$ cat config.mk
export PLATFORM = sky130hd
export DESIGN_NAME = melody_sequencer
export DESIGN_NICKNAME = d
export VERILOG_FILES = /design/src/rtl/melody_sequencer.sv
export SDC_FILE = /design/constraint.sdc
export NUM_CORES = 1
export LEC_CHECK = 0
export ABC_AREA = 1
export CORE_ASPECT_RATIO = 0.9
export CORE_MARGIN = 5
export CORE_UTILIZATION = 45
export CTS_CLUSTER_SIZE = 14
export DETAILED_ROUTE_END_ITERATION = 16
export GPL_TIMING_DRIVEN = 0
export HOLD_SLACK_MARGIN = 0.08
export PLACE_DENSITY = 0.71
export SYNTH_ARGS = -nofsm -noshare
export SYNTH_HDL_FRONTEND = slang
export SYNTH_SLANG_ARGS = --single-unit
$ cat constraint.sdc
create_clock -name clk -period 5.83 [get_ports clk]
set_input_delay 1.166 -clock clk [delete_from_list [all_inputs] [get_ports clk]]
set_output_delay 1.166 -clock clk [all_outputs]
set_load 0.05 [all_outputs]
$ cat src/rtl/melody_sequencer.sv
// -----------------------------------------------------------------------------
// melody_sequencer
//
// Plays a two-voice score held in an external synchronous ROM and drives the
// note_gen divider and volume inputs. Handles note timing, the note-code to
// divider lookup, articulation gaps, play/pause/stop, looping and volume.
//
// Ports:
//   clk            system clock
//   rst            asynchronous, active-high reset
//   play_pause     pulse: start from IDLE/DONE, toggle pause/resume
//   stop           pulse: abort to IDLE (wins over play_pause)
//   loop_en        level: restart at address 0 on the END marker
//   tempo[1:0]     tick period = TICK_CYCLES >> tempo
//   vol_up         pulse: volume +1, saturating at 5
//   vol_down       pulse: volume -1, saturating at 0
//   score_addr     registered ROM address
//   score_data     ROM word {note_l[4:0], note_r[4:0], dur[2:0], rsvd[1:0]}
//   octave_up      level, only with MELODY_SEQ_OCTAVE_EN: play one octave up
//   note_div_left  divider to note_gen, left voice (1 = silence)
//   note_div_right divider to note_gen, right voice (1 = silence)
//   volume[2:0]    volume to note_gen, 0..5
//   playing        high in FETCH/WAIT/PLAY
//   done           high in DONE
//
// Build option: define MELODY_SEQ_OCTAVE_EN to add the octave_up input.
// -----------------------------------------------------------------------------
module melody_sequencer #(
  parameter int CLK_HZ      = 100_000_000,
  parameter int TICK_CYCLES = 6_250_000,
  parameter int GAP_CYCLES  = 500_000,
  parameter int ADDR_W      = 8
) (
  input  logic              clk,
  input  logic              rst,
  input  logic              play_pause,
  input  logic              stop,
  input  logic              loop_en,
  input  logic [1:0]        tempo,
  input  logic              vol_up,
  input  logic              vol_down,
  output logic [ADDR_W-1:0] score_addr,
  input  logic [14:0]       score_data,
`ifdef MELODY_SEQ_OCTAVE_EN
  input  logic              octave_up,
`endif
  output logic [21:0]       note_div_left,
  output logic [21:0]       note_div_right,
  output logic [2:0]        volume,
  output logic              playing,
  output logic              done
);

  typedef enum logic [2:0] {
    S_IDLE,
    S_FETCH,
    S_WAIT,
    S_PLAY,
    S_PAUSED,
    S_DONE
  } state_t;

  localparam int          CYC_W    = (TICK_CYCLES > 2) ? $clog2(TICK_CYCLES) : 1;
  localparam logic [21:0] DIV_REST = 22'd1;
  localparam logic [4:0]  CODE_END = 5'd31;
  localparam logic [2:0]  VOL_MAX  = 3'd5;
  localparam logic [2:0]  VOL_RST  = 3'd3;

  // Equal-tempered C4..B5, rounded to whole Hz.
  localparam int NOTE_HZ [24] = '{
    262, 277, 294, 311, 330, 349, 370, 392, 415, 440, 466, 494,
    523, 554, 587, 622, 659, 698, 740, 784, 831, 880, 932, 988
  };

  // Elaboration-time table: code 0 and 25..31 are silence.
  function automatic logic [31:0][21:0] build_div_tab();
    logic [31:0][21:0] tab;
    for (int i = 0; i < 32; i++) begin
      if (i >= 1 && i <= 24) begin
        tab[i] = 22'(CLK_HZ / (2 * NOTE_HZ[i - 1]));
      end else begin
        tab[i] = DIV_REST;
      end
    end
    return tab;
  endfunction

  localparam logic [31:0][21:0] DIV_TAB = build_div_tab();

  function automatic logic [2:0] vol_step(input logic [2:0] v,
                                          input logic       up,
                                          input logic       dn);
    if (up && !dn && (v < VOL_MAX)) return v + 3'd1;
    if (dn && !up && (v != 3'd0))   return v - 3'd1;
    return v;
  endfunction

`ifdef MELODY_SEQ_OCTAVE_EN
  // Halving the toggle period doubles the pitch; silence stays silence.
  function automatic logic [21:0] octave_shift(input logic [21:0] div);
    if (div == DIV_REST) return DIV_REST;
    return ((div + 22'd1) >> 1) - 22'd1;
  endfunction
`endif

  state_t              state_q, state_d;
  logic [ADDR_W-1:0]   addr_q, addr_d;
  logic [21:0]         stor_l_q, stor_l_d;
  logic [21:0]         stor_r_q, stor_r_d;
  logic [2:0]          dur_q, dur_d;
  logic [2:0]          tick_q, tick_d;
  logic [CYC_W-1:0]    cyc_q, cyc_d;
  logic [2:0]          vol_q, vol_d;
  logic [21:0]         out_l_q, out_l_d;
  logic [21:0]         out_r_q, out_r_d;
  logic                playing_q, playing_d;
  logic                done_q, done_d;

  logic [31:0]         limit;
  logic                tick_end;
  logic                note_end;
  logic                in_gap;
  logic [4:0]          note_l;
  logic [4:0]          note_r;
  logic                unused_rsvd;

  assign unused_rsvd = ^score_data[1:0];

  always_comb begin
    state_d  = state_q;
    addr_d   = addr_q;
    stor_l_d = stor_l_q;
    stor_r_d = stor_r_q;
    dur_d    = dur_q;
    tick_d   = tick_q;
    cyc_d    = cyc_q;
    vol_d    = vol_step(vol_q, vol_up, vol_down);
    note_l   = score_data[14:10];
    note_r   = score_data[9:5];

    // Live tempo: a change mid-note applies at the next comparison, and a
    // counter already past the new limit ends the tick immediately.
    limit = 32'(TICK_CYCLES) >> tempo;
    if (limit == 32'd0) limit = 32'd1;
    tick_end = (32'(cyc_q) >= (limit - 32'd1));
    note_end = tick_end && (tick_q == dur_q);

    case (state_q)
      S_IDLE: begin
        if (play_pause) state_d = S_FETCH;
      end
      S_FETCH: begin
        state_d = S_WAIT;
      end
      S_WAIT: begin
        if (note_l == CODE_END) begin
          if (loop_en) begin
            addr_d  = '0;
            state_d = S_FETCH;
          end else begin
            stor_l_d = DIV_REST;
            stor_r_d = DIV_REST;
            state_d  = S_DONE;
          end
        end else begin
          stor_l_d = DIV_TAB[note_l];
          stor_r_d = DIV_TAB[note_r];
          dur_d    = score_data[4:2];
          tick_d   = 3'd0;
          cyc_d    = '0;
          state_d  = S_PLAY;
        end
      end
      S_PLAY: begin
        if (tick_end) begin
          cyc_d  = '0;
          tick_d = tick_q + 3'd1;
        end else begin
          cyc_d = cyc_q + CYC_W'(1);
        end
        // A pause in the very last cycle has nothing left to pause.
        if (note_end) begin
          addr_d  = addr_q + ADDR_W'(1);
          state_d = S_FETCH;
        end else if (play_pause) begin
          state_d = S_PAUSED;
        end
      end
      S_PAUSED: begin
        if (play_pause) state_d = S_PLAY;
      end
      S_DONE: begin
        if (play_pause) begin
          addr_d  = '0;
          state_d = S_FETCH;
        end
      end
      default: begin
        state_d = S_IDLE;
      end
    endcase

    if (stop) begin
      state_d  = S_IDLE;
      addr_d   = '0;
      stor_l_d = DIV_REST;
      stor_r_d = DIV_REST;
      tick_d   = 3'd0;
      cyc_d    = '0;
    end

    // Output stage is computed from next-state values so the registered
    // dividers line up with the state they belong to.
    in_gap = (32'(GAP_CYCLES) < limit) && (tick_d == dur_d) &&
             (32'(cyc_d) >= (limit - 32'(GAP_CYCLES)));

    case (state_d)
      S_FETCH, S_WAIT: begin
        out_l_d = stor_l_d;
        out_r_d = stor_r_d;
      end
      S_PLAY: begin
        out_l_d = in_gap ? DIV_REST : stor_l_d;
        out_r_d = in_gap ? DIV_REST : stor_r_d;
      end
      default: begin
        out_l_d = DIV_REST;
        out_r_d = DIV_REST;
      end
    endcase

`ifdef MELODY_SEQ_OCTAVE_EN
    if (octave_up) begin
      out_l_d = octave_shift(out_l_d);
      out_r_d = octave_shift(out_r_d);
    end
`endif

    playing_d = (state_d == S_FETCH) || (state_d == S_WAIT) || (state_d == S_PLAY);
    done_d    = (state_d == S_DONE);
  end

  always_ff @(posedge clk or posedge rst) begin
    if (rst) begin
      state_q   <= S_IDLE;
      addr_q    <= '0;
      stor_l_q  <= DIV_REST;
      stor_r_q  <= DIV_REST;
      dur_q     <= 3'd0;
      tick_q    <= 3'd0;
      cyc_q     <= '0;
      vol_q     <= VOL_RST;
      out_l_q   <= DIV_REST;
      out_r_q   <= DIV_REST;
      playing_q <= 1'b0;
      done_q    <= 1'b0;
    end else begin
      state_q   <= state_d;
      addr_q    <= addr_d;
      stor_l_q  <= stor_l_d;
      stor_r_q  <= stor_r_d;
      dur_q     <= dur_d;
      tick_q    <= tick_d;
      cyc_q     <= cyc_d;
      vol_q     <= vol_d;
      out_l_q   <= out_l_d;
      out_r_q   <= out_r_d;
      playing_q <= playing_d;
      done_q    <= done_d;
    end
  end

  assign score_addr     = addr_q;
  assign note_div_left  = out_l_q;
  assign note_div_right = out_r_q;
  assign volume         = vol_q;
  assign playing        = playing_q;
  assign done           = done_q;

endmodule

# Yosys cells after proc, flatten, opt, wreduce, memory -nomap -nowiden
# Memories as Yosys holds them, arrays and structs flattened.
# Index checks and enable logic that the tools add are counted.
# Widths: inputs -> output; s select.
[word_totals]
register_bits = 133
romBits = 1408
inputBits = 24
out_inout_bits = 57
elab_cells = 109
memories = 2
[memory_table]
columns = ["name", "words", "word_bits", "read_ports", "rd_ports_with_merged_regs", "wr", "line", "rtl"]
rows = [
  ["(name not given)", 32, 22, 1, 0, 0, "167", "stor_r_d = DIV_TAB[note_r];"],
  ["(name not given)", 32, 22, 1, 0, 0, "166", "stor_l_d = DIV_TAB[note_l];"],
]
[op_classes]
addsub = 7
magnitude_cmp = 6
n_eq_ne = 16
shift = 1
n_mux = 46
n_reduce_logical = 19
[ops]
columns = ["operator", "count"]
rows = [
  ["$mux 22", 12],
  ["$pmux 22 s2", 2],
  ["$mux 23", 3],
  ["$ge 23x32->1", 2],
  ["$mux 3", 16],
  ["$pmux 23 s2", 1],
  ["$mux 8", 5],
  ["$logic_not 32->1", 1],
  ["$lt 19x32->1 const A", 1],
  ["$mux 32", 1],
  ["$shr 23x2->32 const A", 1],
  ["$sub 32x1->32 const B", 1],
  ["$sub 32x19->32 const B", 1],
  ["$pmux 8 s3", 1],
  ["$add 23x1->23 const B", 1],
  ["$pmux 3 s5", 1],
  ["$eq 3x2->1 const B", 4],
  ["$lt 5x6->1 const B", 2],
  ["$ne 3x3->1 const B", 4],
  ["$eq 3x3->1 const B", 3],
  ["$add 8x1->8 const B", 1],
  ["$logic_and 1x1->1", 7],
  ["$add 3x1->3 const B", 2],
  ["$eq 3x1->1 const B", 2],
  ["14 further kinds", 20],
]

# Longest topological paths before layout
[depth]
ltp_word = 13
depth_mapped = 36
ltp_nobuf = 35

# Worst setup path before layout
# OpenSTA, ideal clock, no wires.
[synth_path]
path_type = "input port to flip-flop"
from = "input tempo[0]"
to = "register out_l_q[4], in the netlist note_div_left[4]"
arrival_time_ps = 4847
required_ps = 5765
setup_slack_ps = 918
cell_stages = 31
n_path_buf = 2
path_cell_list = "inv_1 -> ha_1 -> inv_1 -> ha_1 -> ha_1 -> nand2_1 -> inv_1 -> nand2_1 -> nand2_1 -> nand2_1 -> nand2_1 -> nand2_1 -> nand3_1 -> nand2_2 -> nand2_4 -> nor2_1 -> clkbuf_1 -> o31ai_1 -> a221oi_1 -> ha_1 -> nand2_1 -> nor2_1 -> a211oi_1 -> o221a_2 -> nand2_1 -> nand2_1 -> nand2_2 -> nand2_4 -> buf_6 -> nand3_1 -> nand2_1"
[synth_between]
elab_cells_between_ends = 27
cone_classes = "add/sub: 2; order compare: 3; eq/ne: 4; shift: 1; mux: 12; reduce/logical: 5"
[synth_rtl]
columns = ["element", "line", "rtl"]
rows = [
  ["start: declaration", "39", "input logic [1:0] tempo,"],
  ["$shr 23x2->32 *", "143", "limit = 32'(TICK_CYCLES) >> tempo;"],
  ["$logic_not 32->1", "144", "if (limit == 32'd0) limit = 32'd1;"],
  ["$mux 32 *", "144", ""],
  ["$sub 32x1->32 *", "145", "tick_end = (32'(cyc_q) >= (limit - 32'd1));"],
  ["$ge 23x32->1 *", "145", ""],
  ["$mux 23 *", "175", "if (tick_end) begin"],
  ["$pmux 23 s2 *", "148", "case (state_q)"],
  ["$mux 23 *", "203", "if (stop) begin"],
  ["named net cyc_d[10]", "112", "logic [CYC_W-1:0] cyc_q, cyc_d;"],
  ["$ge 23x32->1 *", "215", "(32'(cyc_d) >= (limit - 32'(GAP_CYCLES)));"],
  ["$logic_and 1x1->1 *", "214", "in_gap = (32'(GAP_CYCLES) < limit) && (tick_d == dur_d) &&"],
  ["$mux 22 *", "223", "out_l_d = in_gap ? DIV_REST : stor_l_d;"],
  ["$pmux 22 s2 *", "217", "case (state_d)"],
  ["named net out_l_d[4]", "114", "logic [21:0] out_l_q, out_l_d;"],
  ["end signal: assignment", "266", "out_l_q <= out_l_d;"],
  ["end: declaration", "114", ""],
]
# The timed path passes the listed nets; every way through them passes the cells marked *.
# A chain may end at the register's enable or synchronous reset.

# Worst setup path after layout
# Same ends and word-level chain as after synthesis.

==> impl_results.md <==
- Nets: approximately 1,300
- CTS buffer count: 17
- Total gr overflow: 0
- Layout area overhead: 20.8%
- Worst EP arrival: slightly below 6 ns
- Post-Synthesis Cells: around 1,100
- Root Driver: clkbuf_16
- Syn_area_per_cell: 7.75 um2
- Post-synth ARST share: between 90% and 100%
- Worst hold start: stor_r_q[20]
- Seq/Total Area, Yosys: 38.0%
- Worst ir drop on vdd: ~0.18 mV
- Worst hold slack: just under 0.5 ns
- Layout cells sized above 1: approximately a tenth
- Total power: ~3.0 mW
- FF-to-FF path depth: 25
- Port Buffer Count: between 70 and 80
- Pleak: around 5.0 nW
- Post-Place Setup Slack: -1.07 ns
- TNS Setup: 0 ns
- Hold path cells: 2
- Routability Congestion: ~0.95
- Flops & latches, synth: between 100 and 150
- I/O pin total: between 80 and 90
- Crit end category: flip-flop
- Crit start category: primary input
- Diode count: 0
- Final HPWL DP: 19.3 mm
- CP Data Required Time: 6.19 ns
- Max-Cap Viols: 0
- Skew final: around 0.014 ns
- Setup ws final: 0.357 ns
- # clock sinks: ~130
- Drt total wl: ~27 mm
- CTS Hold Bufs: 0
- Die area: ~22,000 um2
- DR iter-0 viols: between 800 and 900
- Max Clk Rate: approximately 180 MHz
- Max-slew violation count: 0
- Commonest non-fill, non-tap cell in the layout: nand2_1
- Reg2Reg Capture Point: note_div_left[4]
- Cell Rows: 48
- PwrDens: between 200 and 300 nW/um2
- Initial Util: a little under half
- Post-synthesis instance area: 8780 um2
- Worst r2r src: cyc_q[3]
- YS warnings: 0
- Worst-margin pin slew: 0.846 ns
- Die W: around 160 um
- Most frequent cells in the layout: 236 x nand2_1, 127 x dfrtp_1, 118 x inv_1, 107 x nand3_1, 102 x nor2_1
- Period utilization: 93.9%
- Max-slew headroom: 42.9%
- Vias in the first global route: between 7,000 and 8,000
- Synth area leader: dfrtp_1
- Worst hold path class: flip-flop to flip-flop
- Initial antenna violation count: 1
- Largest net degree at the start of global routing: 74
- First-pass GRT wire length: between 40 and 50 mm
- Main synth FF type: dfrtp_1
- CP Max Fanout: 10
- RSZ-0062 raised after global routing: false
- Post-layout min period: approximately 5.5 ns
- GRT Util Overall: between 20 and 25%
- Later-pin clock latency in the skew report: around 0.43 ns
- Clock Tree Buf Depth: 2
- Reg clk slew, reported paths: ~0.06 ns
- H-tree levels: 4
- First-pass iteration count of the detailed router: 6
- Syn Nets: about 1,200
- Vias/cell: around 5.6
- Largest cells by area after synthesis: dfrtp_1 36%, nand2_1 10%, ha_1 9.7%
- Core footprint: 19,200 um2
- Die height: 143 um
- Top cell type's share of synthesized area: a little over a third
- CTS tree: yes
- DRC viols: 0
- Crit Path Category: primary input to flip-flop
- Post-synth EDFFs: 0
- Hold Path Sink: stor_r_q[20]
- Routed via count: 8,352
- Setup-failing EPs final: 0
- Netlist cell types: 59
- Post-route ant nets: 0
- Final Hold Vio Count: 0
- DR WL/cell: about 18 um
- Status: complete, no violations
- Reg-to-reg setup timing slack: 1.55 ns
-- flip-flops by register name, summed over array words and instances, names as in the netlist --
| name | count |
|---|---|
| state_q | 3 |
| stor_l_q | 22 |
| stor_r_q | 22 |
| tick_q | 3 |
| cyc_q | 23 |
| note_div_right | 22 |
| score_addr | 8 |
| volume | 3 |
| note_div_left | 22 |
| playing | 1 |
| dur_q | 3 |
| done | 1 |
-- metal layers --
| layer | routed length [um] | GRT usage, % | share of wire, % | vias up |
|---|---|---|---|---|
| met1 | 12500 | 36.3 | 47 | 3892 |
| met3 | 2190 | 5.23 | 8.2 | 47 |
| met5 | 21 | 0 | 0.079 | - |
| met2 | 11500 | 35.6 | 43 | 373 |
| met4 | 430 | 6.16 | 1.6 | 4 |
| li1 | - | - | - | 4036 |
-- synth_stat cells (5+ instances only) --
master,count
nand2_1,236
dfrtp_1,127
inv_1,121
nand3_1,107
nor2_1,104
a21oi_1,74
o21ai_0,69
ha_1,68
clkbuf_1,27
nor3_1,19
nand4_1,17
a221oi_1,10
inv_2,10
o211ai_1,10
o31ai_1,9
nand3_2,8
buf_2,7
or2_2,7
dfstp_2,6
nand2_2,6
xor2_1,6
a31oi_1,5
buf_6,5
nand2_4,5
o311ai_0,5
-- report_power, final --
part / switching, mW / total [mW] / internal (mW) / leakage, nW
Clock: 0.404 / 1.19 / 0.788 / 0.305
Sequential: 0.0532 / 1.05 / 0.994 / 1.81
Combinational: 0.509 / 0.750 / 0.241 / 2.87
Total: 0.966 / 2.99 / 2.02 / 4.99
-- how the worst max path moves through the flow --
| stage | start | endpoint | slack [ns] | depth (start not counted) |
|---|---|---|---|---|
| 2_1_floorplan | tempo[0] | note_div_left[4] | 0.92 | 31 |
| 3_3_place_gp | tempo[0] | note_div_left[4] | -1.07 | 32 |
| 3_5_place_dp | tempo[0] | note_div_left[4] | -1.07 | 32 |
| 4_1_cts | tempo[1] | note_div_left[4] | 0.04 | 32 |
| 5_1_grt | tempo[0] | note_div_left[4] | 0.02 | 32 |
| 6_report | tempo[0] | note_div_left[4] | 0.36 | 28 |
-- metrics by stage --
| step | instance area, um2 | std cells | utilization (%) |
|---|---|---|---|
| floorplan | 8780 | 1134 | - |
| global placement | 9870 | 1461 | 51.3 |
| detailed placement | 9900 | 1462 | 51.5 |
| CTS | 10600 | 1492 | 54.9 |
| global route | 10600 | 1497 | 55.2 |
| finish | 10600 | 1497 | 55.2 |
-- cells by family (layout without fill, tap and decap cells) --
| kind of cell | Yosys count | count (layout) | share of synthesized area, % |
|---|---|---|---|
| AND/OR/NAND/NOR | 525 | 525 | 27.3 |
| AO/OA/AOI/OAI | 220 | 220 | 15.5 |
| buffers and inverters | 178 | 291 | 8.65 |
| flip-flops | 133 | 133 | 38.0 |
| adder cells (fa/ha/maj) | 68 | 68 | 9.69 |
| XOR/XNOR | 9 | 9 | 0.897 |
| other | 1 | 1 | 0.0427 |
-- timing repair --
action,in CTS,in global routing
setup endpoints to repair,44,44
hold endpoints to repair,0,0
buffers inserted,0,5
gates resized for setup,6,11
-- cell type report --
type	count	area [um2]
Multi-Input combinational cell	823	4720
Clock buffer	22	474
Timing Repair Buffer	83	826
Buffer	46	268
Inverter	132	500
Clock inverter	8	173
Sequential cell	133	3340
Tap cell	250	313
Fill cell	1768	8610
-- worst max-delay path: stages --
cell and delay, ns:
clkbuf_2 0.21, inv_2 0.09, buf_4 0.16, ha_1 0.36
nor2_2 0.25, nand3_1 0.09, nor4_1 0.21, ha_1 0.28
nand4_1 0.11, nor3_2 0.05, nand2_2 0.11, nand2_4 0.13
nor2_4 0.21, clkbuf_4 0.27, o31ai_1 0.10, a221oi_1 0.34
ha_1 0.29, nand2_1 0.11, nor2_1 0.08, a211oi_1 0.20
o221a_2 0.28, nand2_1 0.08, nand2_1 0.07, nand2_2 0.07
nand2_4 0.15, buf_6 0.18, nand3_1 0.08, nand2_1 0.09
(Power assumes the default switching activity.)
